==> src/rtl/div_iter_pkg.sv <==
// Shared state encodings, handshake levels and helpers for the iterative divider.
package div_iter_pkg;

  typedef enum logic [1:0] {
    DivFree   = 2'b00,
    DivByZero = 2'b01,
    DivOn     = 2'b10,
    DivEnd    = 2'b11
  } div_state_e;

  localparam logic DivStart          = 1'b1;
  localparam logic DivStop           = 1'b0;
  localparam logic DivResultReady    = 1'b1;
  localparam logic DivResultNotReady = 1'b0;

  localparam logic [5:0] DivLastStep = 6'd31;

  // Two's-complement magnitude; 0x80000000 maps to itself and is read as unsigned.
  function automatic logic [31:0] abs32(input logic [31:0] v, input logic is_signed);
    return (is_signed && v[31]) ? (~v + 32'd1) : v;
  endfunction

  function automatic logic [31:0] neg_if(input logic [31:0] v, input logic en);
    return en ? (~v + 32'd1) : v;
  endfunction

endpackage

==> src/rtl/div_step.sv <==
// One restoring radix-2 step: trial-subtract the divisor from the partial remainder.
module div_step
  import div_iter_pkg::*;
(
  input  logic [64:0] work,
  input  logic [31:0] divisor,
  output logic [64:0] next_work
);

  logic [32:0] trial;

  always_comb begin
    trial     = work[64:32] - {1'b0, divisor};
    next_work = {work[63:0], 1'b0};
    if (!trial[32]) begin
      next_work = {trial[31:0], work[31:0], 1'b1};
    end
  end

endmodule

==> src/rtl/div_iter.sv <==
// Iterative 32-bit signed/unsigned divider answering the EX start/ready stall handshake.
module div_iter
  import div_iter_pkg::*;
(
  input  logic        clk,
  input  logic        rst,
  input  logic        signed_div_i,
  input  logic [31:0] opdata1_i,
  input  logic [31:0] opdata2_i,
  input  logic        start_i,
  input  logic        annul_i,
  output logic [63:0] result_o,
  output logic        ready_o
);

  div_state_e  state;
  logic [64:0] work;
  logic [64:0] next_work;
  logic [31:0] divisor;
  logic [5:0]  count;
  logic        neg_quo;
  logic        neg_rem;
  logic [31:0] quo_fix;
  logic [31:0] rem_fix;

  div_step u_step (
    .work      (work),
    .divisor   (divisor),
    .next_work (next_work)
  );

  // Remainder lives in work[64:33], quotient in work[31:0] after the last step.
  always_comb begin
    quo_fix = neg_if(work[31:0], neg_quo);
    rem_fix = neg_if(work[64:33], neg_rem);
  end

  always_ff @(posedge clk) begin
    if (rst) begin
      state    <= DivFree;
      work     <= '0;
      divisor  <= '0;
      count    <= '0;
      neg_quo  <= 1'b0;
      neg_rem  <= 1'b0;
      ready_o  <= DivResultNotReady;
      result_o <= '0;
    end else begin
      case (state)
        DivFree: begin
          ready_o  <= DivResultNotReady;
          result_o <= '0;
          if (start_i == DivStart && !annul_i) begin
            if (opdata2_i == 32'd0) begin
              state <= DivByZero;
            end else begin
              state   <= DivOn;
              // Dividend sits one bit up so the first trial already sees its MSB.
              work    <= {32'd0, abs32(opdata1_i, signed_div_i), 1'b0};
              divisor <= abs32(opdata2_i, signed_div_i);
              neg_quo <= signed_div_i && (opdata1_i[31] ^ opdata2_i[31]);
              neg_rem <= signed_div_i && opdata1_i[31];
              count   <= '0;
            end
          end
        end

        DivByZero: begin
          work    <= '0;
          neg_quo <= 1'b0;
          neg_rem <= 1'b0;
          state   <= DivEnd;
        end

        DivOn: begin
          // Abort wins even on the final step: nothing is delivered.
          if (annul_i || start_i == DivStop) begin
            state <= DivFree;
          end else begin
            work  <= next_work;
            count <= count + 6'd1;
            if (count == DivLastStep) begin
              state <= DivEnd;
            end
          end
        end

        DivEnd: begin
          if (start_i == DivStop) begin
            state    <= DivFree;
            ready_o  <= DivResultNotReady;
            result_o <= '0;
          end else begin
            ready_o  <= DivResultReady;
            result_o <= {rem_fix, quo_fix};
          end
        end

        default: state <= DivFree;
      endcase
    end
  end

endmodule

==> config.mk <==
export PLATFORM = sky130hd
export DESIGN_NAME = div_iter
export DESIGN_NICKNAME = d
export VERILOG_FILES = /design/src/rtl/div_iter_pkg.sv /design/src/rtl/div_step.sv /design/src/rtl/div_iter.sv
export SDC_FILE = /design/constraint.sdc
export NUM_CORES = 1
export LEC_CHECK = 0
export BUFFER_PORTS_ARGS = -buffer_cell sky130_fd_sc_hd__buf_2
export CORE_MARGIN = 8
export CORE_UTILIZATION = 50
export CTS_BUF_LIST = sky130_fd_sc_hd__clkbuf_8
export DETAILED_ROUTE_END_ITERATION = 16
export PLACE_DENSITY_LB_ADDON = 0.08
export SYNTH_ARGS = -nofsm -noshare
export SYNTH_HDL_FRONTEND = slang
export SYNTH_HIERARCHICAL = 1
export SYNTH_SLANG_ARGS = --single-unit
==> constraint.sdc <==
create_clock -name clk -period 5.92 [get_ports clk]
set_input_delay 1.184 -clock clk [delete_from_list [all_inputs] [get_ports clk]]
set_output_delay 1.184 -clock clk [all_outputs]
set_load 0.01 [all_outputs]
* Word-level counts from Yosys, hierarchy flattened *
Index checks and enable logic that the tools add are counted.

word-level totals
  register bits after elaboration = 172
  input bits = 69
  output and inout port bits = 65
  logic and storage cells = 76

operators by class
  $add $sub $neg = 6
  equality and inequality tests = 9
  muxes and demuxes = 29
  bitwise logic cells = 7
  reductions and logical operators = 17

operator list
  kind                     number
  $mux W65                 4
  $pmux W65 S3             1
  $add A32 B1 Y32 const B  4
  $mux W32                 4
  $not A32 Y32             4
  $pmux W64 S2             1
  $mux W64                 1
  $sub A33 B32 Y33         1
  $logic_not A32 Y1        1
  $mux W6                  3
  $pmux W6 S2              1
  $mux W2                  5
  $reduce_and A3 Y1        3
  $ne A2 B2 Y1 const B     4
  $pmux W2 S4              1
  $reduce_and A4 Y1        2
  $add A6 B1 Y6 const B    1
  $eq A6 B5 Y1 const B     1
  $pmux W1 S2              3
  $reduce_bool A2 Y1       3
  $mux W1                  5
  $eq A2 B2 Y1 const B     2
  $logic_and A1 B1 Y1      4
  $ne A3 B3 Y1 const B     1
  7 further kinds          8

* Logic depth before layout (Yosys ltp) *
Gate-level depths: netlist (run 1).

  depth in word-level cells = 6
  depth in mapped cells = 17
  gate-level depth less buffers = 15

* Hierarchy *
Netlist (run 1), hierarchy kept.

by module, submodules not included
  module    times used  cells each  area each (µm²)  sequential area each (µm²)
  div_iter  1           1073        8798.4           3443.3
  div_step  1           341         2557.5           0.0

* Worst setup path before layout (run 1) *
OpenSTA, ideal clock, no wires.

  path kind = flip-flop to flip-flop
  start point = reg work[32]
  end point = reg work[41]
  library setup time = 128 ps
  arrival time = 3221 ps
  data required time = 5792 ps
  slack = 2571 ps
  stages on the path, launching flop included = 18
  path buffers = 2
  clock period less this slack = 3349 ps
  path through = dfxtp_1 > inv_1 > ha_1 > fa_1 > and2b_1 > o2111ai_2 > a21oi_2 > o211ai_2 > a211oi_4 > nor2_4 > mux2i_4 > and2_4 > buf_12 > inv_8 > buf_12 > mux2_4 > a22oi_1 > nor2_1

on the way
  cells in the longest elaborated chain, start to end = 4

RTL lines
  element                 RTL line        source
  from (decl)             div_iter.sv:17  logic [64:0] work;
  from (signal assigned)  div_iter.sv:59  work <= {32'd0, abs32(opdata1_i, signed_div_i), 1'b0};
  from (signal assigned)  div_iter.sv:80  work <= next_work;
  $sub A33 B32 Y33        div_step.sv:13  trial = work[64:32] - {1'b0, divisor};
  $mux W65                div_step.sv:15  if (!trial[32]) begin
  via next_work[41]       div_iter.sv:18  logic [64:0] next_work;
  $mux W65                div_iter.sv:77  if (annul_i || start_i == DivStop) begin
  $pmux W65 S3            div_iter.sv:49  case (state)

The timed path passes the listed nets, and every way through them passes these cells. The select of a mux whose other input is x is not followed.
A chain may end at the register's enable or synchronous reset.

* Worst setup path after layout (run 1) *
  start point = reg work[32]
  end point = reg work[48]

The elaborated chain is that of the path after synthesis.

==> key figures, run 1 <==
Die
  – Chip Height: 167 um
  – Row cnt: 55
  – Die X: 167 um
  – Core area: 22500 sq um
  – Starting density of the core: 50.5%
  – I/O pin total: 134
  – Die area: 27800 sq um

Clock tree
  – CTS tree: done
  – Root buffer cell: clkbuf_8
  – Post_cts resized: 0
  – Hold-fix buffers, CTS: 0
  – H-tree depth: 4
  – TritonCTS buffer count: 17
  – Worst skew pair latency: 0.47 ns
  – CTS Sinks: 172
  – Setup bufs post-CTS: 0
  – CTS clk-pin slew, worst paths: 0.11 ns
  – Clk buf depth: 2

Cells and area
  – N_diodes: 0
  – Fill count: 2206
  – Post-Layout Cell Count: 1749
  – Synthesis-to-finish area growth: 7.50%
  – Layout Nets: 1564
  – Layout cell share with drive strength beyond 1: 15.0%
  – Sequential cell area: 3440 sq um
  – Area of the multi-input gates: 7050 sq um

Place
  – DP HPWL: 22900 um
  – IO Port Bufs: 133
  – Inst Count DP: 1717
  – Routability cong.: 0.895

STA
  – Setup Skew: 0.0180 ns
  – RSZ-0062 raised after global routing: false
  – Final setup viols: 0
  – Tmin final: 3.84 ns
  – Slew HR: 12.4%
  – Final Cycle Share: 64.9%
  – Final Hold Vio Count: 0
  – TNS Setup: 0 ns
  – Pins Over Slew Limit: 0
  – Slew @ Worst Pin: 1.31 ns
  – Fmax: 260 MHz

Pwr
  – Pleak: 0.00494 uW
  – Cell Pwr Density: 281 nW/um^2
  – Worst IR Drop VDD: 0.345 mV

Critical path
  – Worst setup startpoint: work[32]
  – CP Data Arrival Time: 4.18 ns
  – Setup crit end: work[48]
  – CP max FO: 24
  – Crit path launch type: flop
  – Reg2Reg Depth: 15
  – CP required: 6.25 ns
  – R2r setup slk: 2.08 ns
  – Critical R2R Capture: work[48]
  – Crit Path Class: flop to flop
  – R2r startpoint: work[32]
  – CP Capture Type: flop

Detailed routing
  – Antenna Nets Post-Route: 0
  – Initial DRT Pass Iterations: 5
  – WL/cell: 17.5 um
  – # DRC: 0
  – Final wirelength: 30600 um
  – DRT iter0 DRCs: 780
  – Vias/cell: 5.81
  – DR vias: 10200

Synth
  – Largest area contributor in the netlist: dfxtp_1
  – Most used DFF post-synth: dfxtp_1
  – Synth area leaders: dfxtp_1 (30%), xor2_1 (6.9%), nor2_1 (4.9%)
  – FFs w/ async S/R, synth: 0%
  – Post-Synthesis Cells: 1414
  – YS warnings: 6
  – FF+latch count, synth: 172
  – Register area share after synthesis: 30.3%
  – Mean post-synth cell area: 8.03 sq um
  – EDFF count, synth: 0
  – Synth cell types: 76
  – Mapped Area: 11400 sq um
  – Post-synthesis net count: 1527
  – Post-synth top area share: 30.3%

Global route
  – Vias in the first global route: 9323
  – Remaining Overflow, GRT: 0
  – Initial antenna violation count: 0
  – Total GRT Usage: 21.6%
  – First-pass GRT wire length: 49800 um
  – Largest net degree at the start of global routing: 69

Run status
  – Status: complete, no violations

Flow run
  – Max-Cap Viols: 0

Worst hold path
  – Hold Path Class: flop to flop
worst max-delay path, cell delays in order, from the launching register on:
cell and delay [ns]:
dfxtp_1 0.39, inv_1 0.06, ha_1 0.23, fa_1 0.41, and2b_1 0.26, o2111ai_2 0.14, a21oi_2 0.25, o211ai_2 0.17
a211oi_4 0.30, nor2_4 0.09, mux2i_4 0.38, and2_4 0.34, inv_8 0.12, mux2_4 0.32, a22oi_1 0.16, nor2_1 0.06
synthesized netlist by cell type, drive strengths merged (3+ instances only):
library cell / n
or2: 4
dfxtp: 172
o31ai: 30
inv: 59
buf: 47
mux2i: 5
o2111ai: 6
or4b: 4
nand2b: 8
nand4: 12
and4b: 3
nor2: 150
o41ai: 17
a21o: 13
or4: 20
a41oi: 7
a31oi: 19
clkbuf: 75
o211ai: 7
a221oi: 16
o21a: 6
and2: 6
nor4: 9
nand3: 24
xor2: 89
o21ai: 97
ha: 43
and3b: 3
mux2: 23
nor3: 36
nor2b: 4
xnor2: 59
nand3b: 3
a211oi: 42
a21oi: 68
or3: 15
nand2: 122
and3: 10
a22oi: 53
o21bai: 3
metal layers:
metal,part of all wire (%),GRT usage (%)
met5,0,0
met4,1.0,4.47
met3,6.2,4.07
met2,40,29.7
met1,53,33.7
how the worst min path moves through the flow:
stage / start / endpoint / slack, ns / cells past startpoint
6_report: result_o[55] / result_o[55] / 0.45 / 2
5_1_grt: result_o[59] / result_o[59] / 0.48 / 2
4_1_cts: result_o[55] / result_o[55] / 0.45 / 2
3_5_place_dp: result_o[54] / result_o[54] / 0.44 / 2
3_3_place_gp: result_o[49] / result_o[49] / 0.43 / 2
2_1_floorplan: divisor[31] / divisor[31] / 0.44 / 2
logic make-up after synthesis:
| group | count (synthesis) | synth area share (%) |
|---|---|---|
| adder cells (fa/ha/maj) | 44 | 4.91 |
| flip-flops | 172 | 30.3 |
| multiplexers | 28 | 3.46 |
| AO/OA/AOI/OAI | 400 | 23.7 |
| XOR/XNOR | 148 | 11.4 |
| buffers and inverters | 181 | 7.66 |
| AND/OR/NAND/NOR | 441 | 18.5 |
metrics by stage:
stage / setup slack (ns) / power (uW) / utilization [%] / hold slack, ns / area [sq um]
floorplan: 2.57 / 2370 / - / 0.436 / 11400
CTS: 2.08 / 3440 / 54.3 / 0.451 / 12200
detailed placement: 1.77 / 2590 / 52.4 / 0.437 / 11800
global placement: 1.83 / 2570 / 52.4 / 0.429 / 11800
finish: 2.08 / 3430 / 54.3 / 0.446 / 12200
global route: 1.77 / 3650 / 54.3 / 0.476 / 12200
sequential cells by signal (all words and copies together), names as in the netlist:
signal    cells
work         65
result_o     64
divisor      32
count         6
state         2
neg_quo       1
neg_rem       1
ready_o       1
placed cells by master, fill, tap and decap left out, types with 17 or more instances in the layout:
cell,netlist,layout
nand3_1,24,24
mux2_4,19,19
buf_2,11,132
a22oi_1,53,53
nor3_1,36,36
ha_1,43,43
dfxtp_1,172,172
nor2_1,149,148
nand2_1,122,122
o21ai_0,81,81
xor2_1,89,89
or4_1,18,18
o31ai_1,29,29
a211oi_1,41,41
xnor2_1,59,59
a21oi_1,67,67
clkbuf_8,0,17
a31oi_1,19,19
inv_1,57,57
layout make-up:
type | instances | share of cell area (%)
clock buffer | 17 | 1.92
clock inverter | 15 | 1.41
tap | 285 | 2.92
timing repair buffer | 140 | 5.90
sequential | 172 | 28.2
multi-input combinational | 1061 | 57.8
inverter | 59 | 1.88
power by group:
| part | total, uW | internal, uW | switching, uW |
|---|---|---|---|
| Sequential | 1420 | 1260 | 154 |
| Clock | 853 | 355 | 498 |
| Combinational | 1160 | 430 | 732 |
| Total | 3430 | 2050 | 1380 |
(Power assumes the default switching activity.)
==> run 2: changes to the inputs <==
- clock period: 5.92 -> 3.6 ns (I/O delays scaled with it)
==> run 2 against run 1 <==
Against the previous run:
- utilization is 1.4 points higher
- power is 66% higher
- highest routed layer unchanged
- critical endpoint is now work[59]
- routed wire length is 2.1% higher
- global-route usage is 0.14 points lower
- critical path type unchanged
- non-clock buffer count is 34 higher
- combinational power is 72% higher
==> key figures, run 2 (same netlist as run 1, synthesis figures left out) <==
Die
  – Row cnt: 55
  – Die area: 27800 sq um
  – Core area: 22500 sq um
  – I/O pin total: 134
  – Die X: 167 um
  – Starting density of the core: 50.5%
  – Chip Height: 167 um

STA
  – TNS Setup: 0 ns
  – Slew @ Worst Pin: 1.11 ns
  – RSZ-0062 raised after global routing: false
  – Final setup viols: 0
  – Tmin final: 3.38 ns
  – Slack of the critical path: 0.223 ns
  – Slew HR: 25.7%
  – Setup Skew: 0.0185 ns
  – Fmax: 296 MHz
  – Final Hold Vio Count: 0
  – Final Cycle Share: 93.8%
  – Pins Over Slew Limit: 0

Global route
  – Total GRT Usage: 21.5%
  – Initial antenna violation count: 0
  – Vias in the first global route: 9239
  – First-pass GRT wire length: 49500 um
  – Largest net degree at the start of global routing: 84
  – Remaining Overflow, GRT: 0

Worst hold path
  – Hold Path Stages: 2
  – Hold Path Class: flop to flop
  – Worst hold start: result_o[57]
  – Hold endpoint: result_o[57]

Cells and area
  – Largest regs: work (65), result_o (64), divisor (32)
  – Layout cell share with drive strength beyond 1: 17.2%
  – N_diodes: 0
  – Max reg flops: 65
  – Commonest non-fill, non-tap cell in the layout: dfxtp_1
  – Top reg by flops: work
  – Layout Nets: 1600
  – Fill count: 2165
  – Synthesis-to-finish area growth: 10.3%
  – Post-Layout Cell Count: 1785
  – Design area: 12500 sq um
  – Most frequent cells in the layout: dfxtp_1 (171), nor2_1 (148), buf_2 (132), nand2_1 (122), xor2_1 (89)

Clock tree
  – CTS clk-pin slew, worst paths: 0.10 ns
  – Hold-fix buffers, CTS: 0
  – Clk buf depth: 2
  – CTS tree: done
  – H-tree depth: 4
  – Worst skew pair latency: 0.47 ns
  – Root buffer cell: clkbuf_8
  – TritonCTS buffer count: 17
  – CTS Sinks: 172

Critical path
  – Crit path launch type: flop
  – Delay-heaviest family, CP: compound AO/OA/AOI/OAI gates
  – Critical R2R Capture: work[59]
  – CP peak stage delay: 0.35 ns
  – R2r setup slk: 0.22 ns
  – CP cell instances: inv_1 > ha_1 > fa_2 > and2b_1 > o2111ai_2 > a21oi_2 > o211ai_2 > a211oi_4 > nor2_4 > mux2i_4 > and2_4 > clkinv_8 > mux2_4 > a22oi_1 > nor2_1
  – CP Capture Type: flop
  – Crit Path Class: flop to flop
  – R2r startpoint: work[32]
  – Crit path buf inv count: 2
  – CP max FO: 7
  – CP max-delay cell: dfxtp_2
  – CP Data Arrival Time: 3.69 ns
  – CP required: 3.91 ns
  – Reg2Reg Depth: 15

Pwr
  – Cell Pwr Density: 454 nW/um^2
  – Overall power: 5690 uW
  – Pleak: 0.00516 uW
  – Worst IR Drop VDD: 0.409 mV

Place
  – Inst Count DP: 1748
  – Routability cong.: 0.909
  – IO Port Bufs: 133
  – DP Area: 12100 sq um
  – DP HPWL: 23300 um
  – DP Worst Slack: 0.144 ns

Detailed routing
  – DR vias: 10300
  – Vias/cell: 5.77
  – Final wirelength: 31200 um
  – Antenna Nets Post-Route: 0
  – DRT iter0 DRCs: 910
  – Initial DRT Pass Iterations: 6
  – # DRC: 0
  – WL/cell: 17.5 um

Run status
  – Status: complete, no violations

Flow run
  – Max-Cap Viols: 0
## run 2: cell types whose count changed in the layout (fill, tap and decap cells not counted), sizes merged
cell      previous run  this run
buf                140       174
clkinvlp             4         0
clkinv               2        10
bufinv               1         0
inv                 67        66
## run 2: worst max-delay path by stage
stage / from / to / slack, ns / cells past startpoint
5_1_grt: divisor[23] / work[47] / 0.02 / 12
2_1_floorplan: work[32] / work[41] / 0.25 / 17
6_report: work[32] / work[59] / 0.22 / 15
3_5_place_dp: work[32] / work[36] / 0.14 / 15
3_3_place_gp: work[32] / work[38] / 0.21 / 15
4_1_cts: work[32] / work[36] / 0.11 / 15
## run 2: final cells by class
type / count / area, sq um / area share [%]
Tap cell: 285 / 357 / 2.85
Clock buffer: 17 / 234 / 1.87
Sequential cell: 172 / 3440 / 27.5
Timing Repair inverter: 2 / 20.0 / 0.160
Clock inverter: 15 / 175 / 1.40
Multi-Input combinational cell: 1061 / 7060 / 56.4
Timing Repair Buffer: 174 / 1000 / 7.99
Inverter: 59 / 234 / 1.87
## run 2: report_power, final
group | total [uW] | internal, uW | switching, uW | leakage (uW)
Sequential | 2320 | 2070 | 249 | 0.00140
Combinational | 1990 | 750 | 1240 | 0.00355
Clock | 1370 | 530 | 844 | 0.000206
Total | 5690 | 3350 | 2330 | 0.00516
## run 2: worst reg2reg max path: stages, from the launching register on
cell and delay, ns:
dfxtp_2 0.35, inv_1 0.04, ha_1 0.21, fa_2 0.35
and2b_1 0.24, o2111ai_2 0.13, a21oi_2 0.23, o211ai_2 0.15
a211oi_4 0.33, nor2_4 0.09, mux2i_4 0.17, and2_4 0.30
clkinv_8 0.11, mux2_4 0.31, a22oi_1 0.16, nor2_1 0.06
## run 2: layer usage
metal	routed length (um)	up-vias	track usage (%)
li1	-	5209	-
met1	16500	4755	33.0
met2	12600	310	29.5
met3	1810	23	4.23
met4	381	0	5.33
met5	0	-	0
## run 2: metrics by stage
step                utilization, %  hold WS (ns)
global route                  55.7         0.462
detailed placement            53.6         0.437
global placement              53.6         0.430
finish                        55.7         0.445
CTS                           55.4         0.452
floorplan                        -         0.436
## run 2: repair_timing
item / CTS / global route
resized for setup: 0 / 5
endpoints found under the setup margin: 0 / 23
buffers inserted: 0 / 3
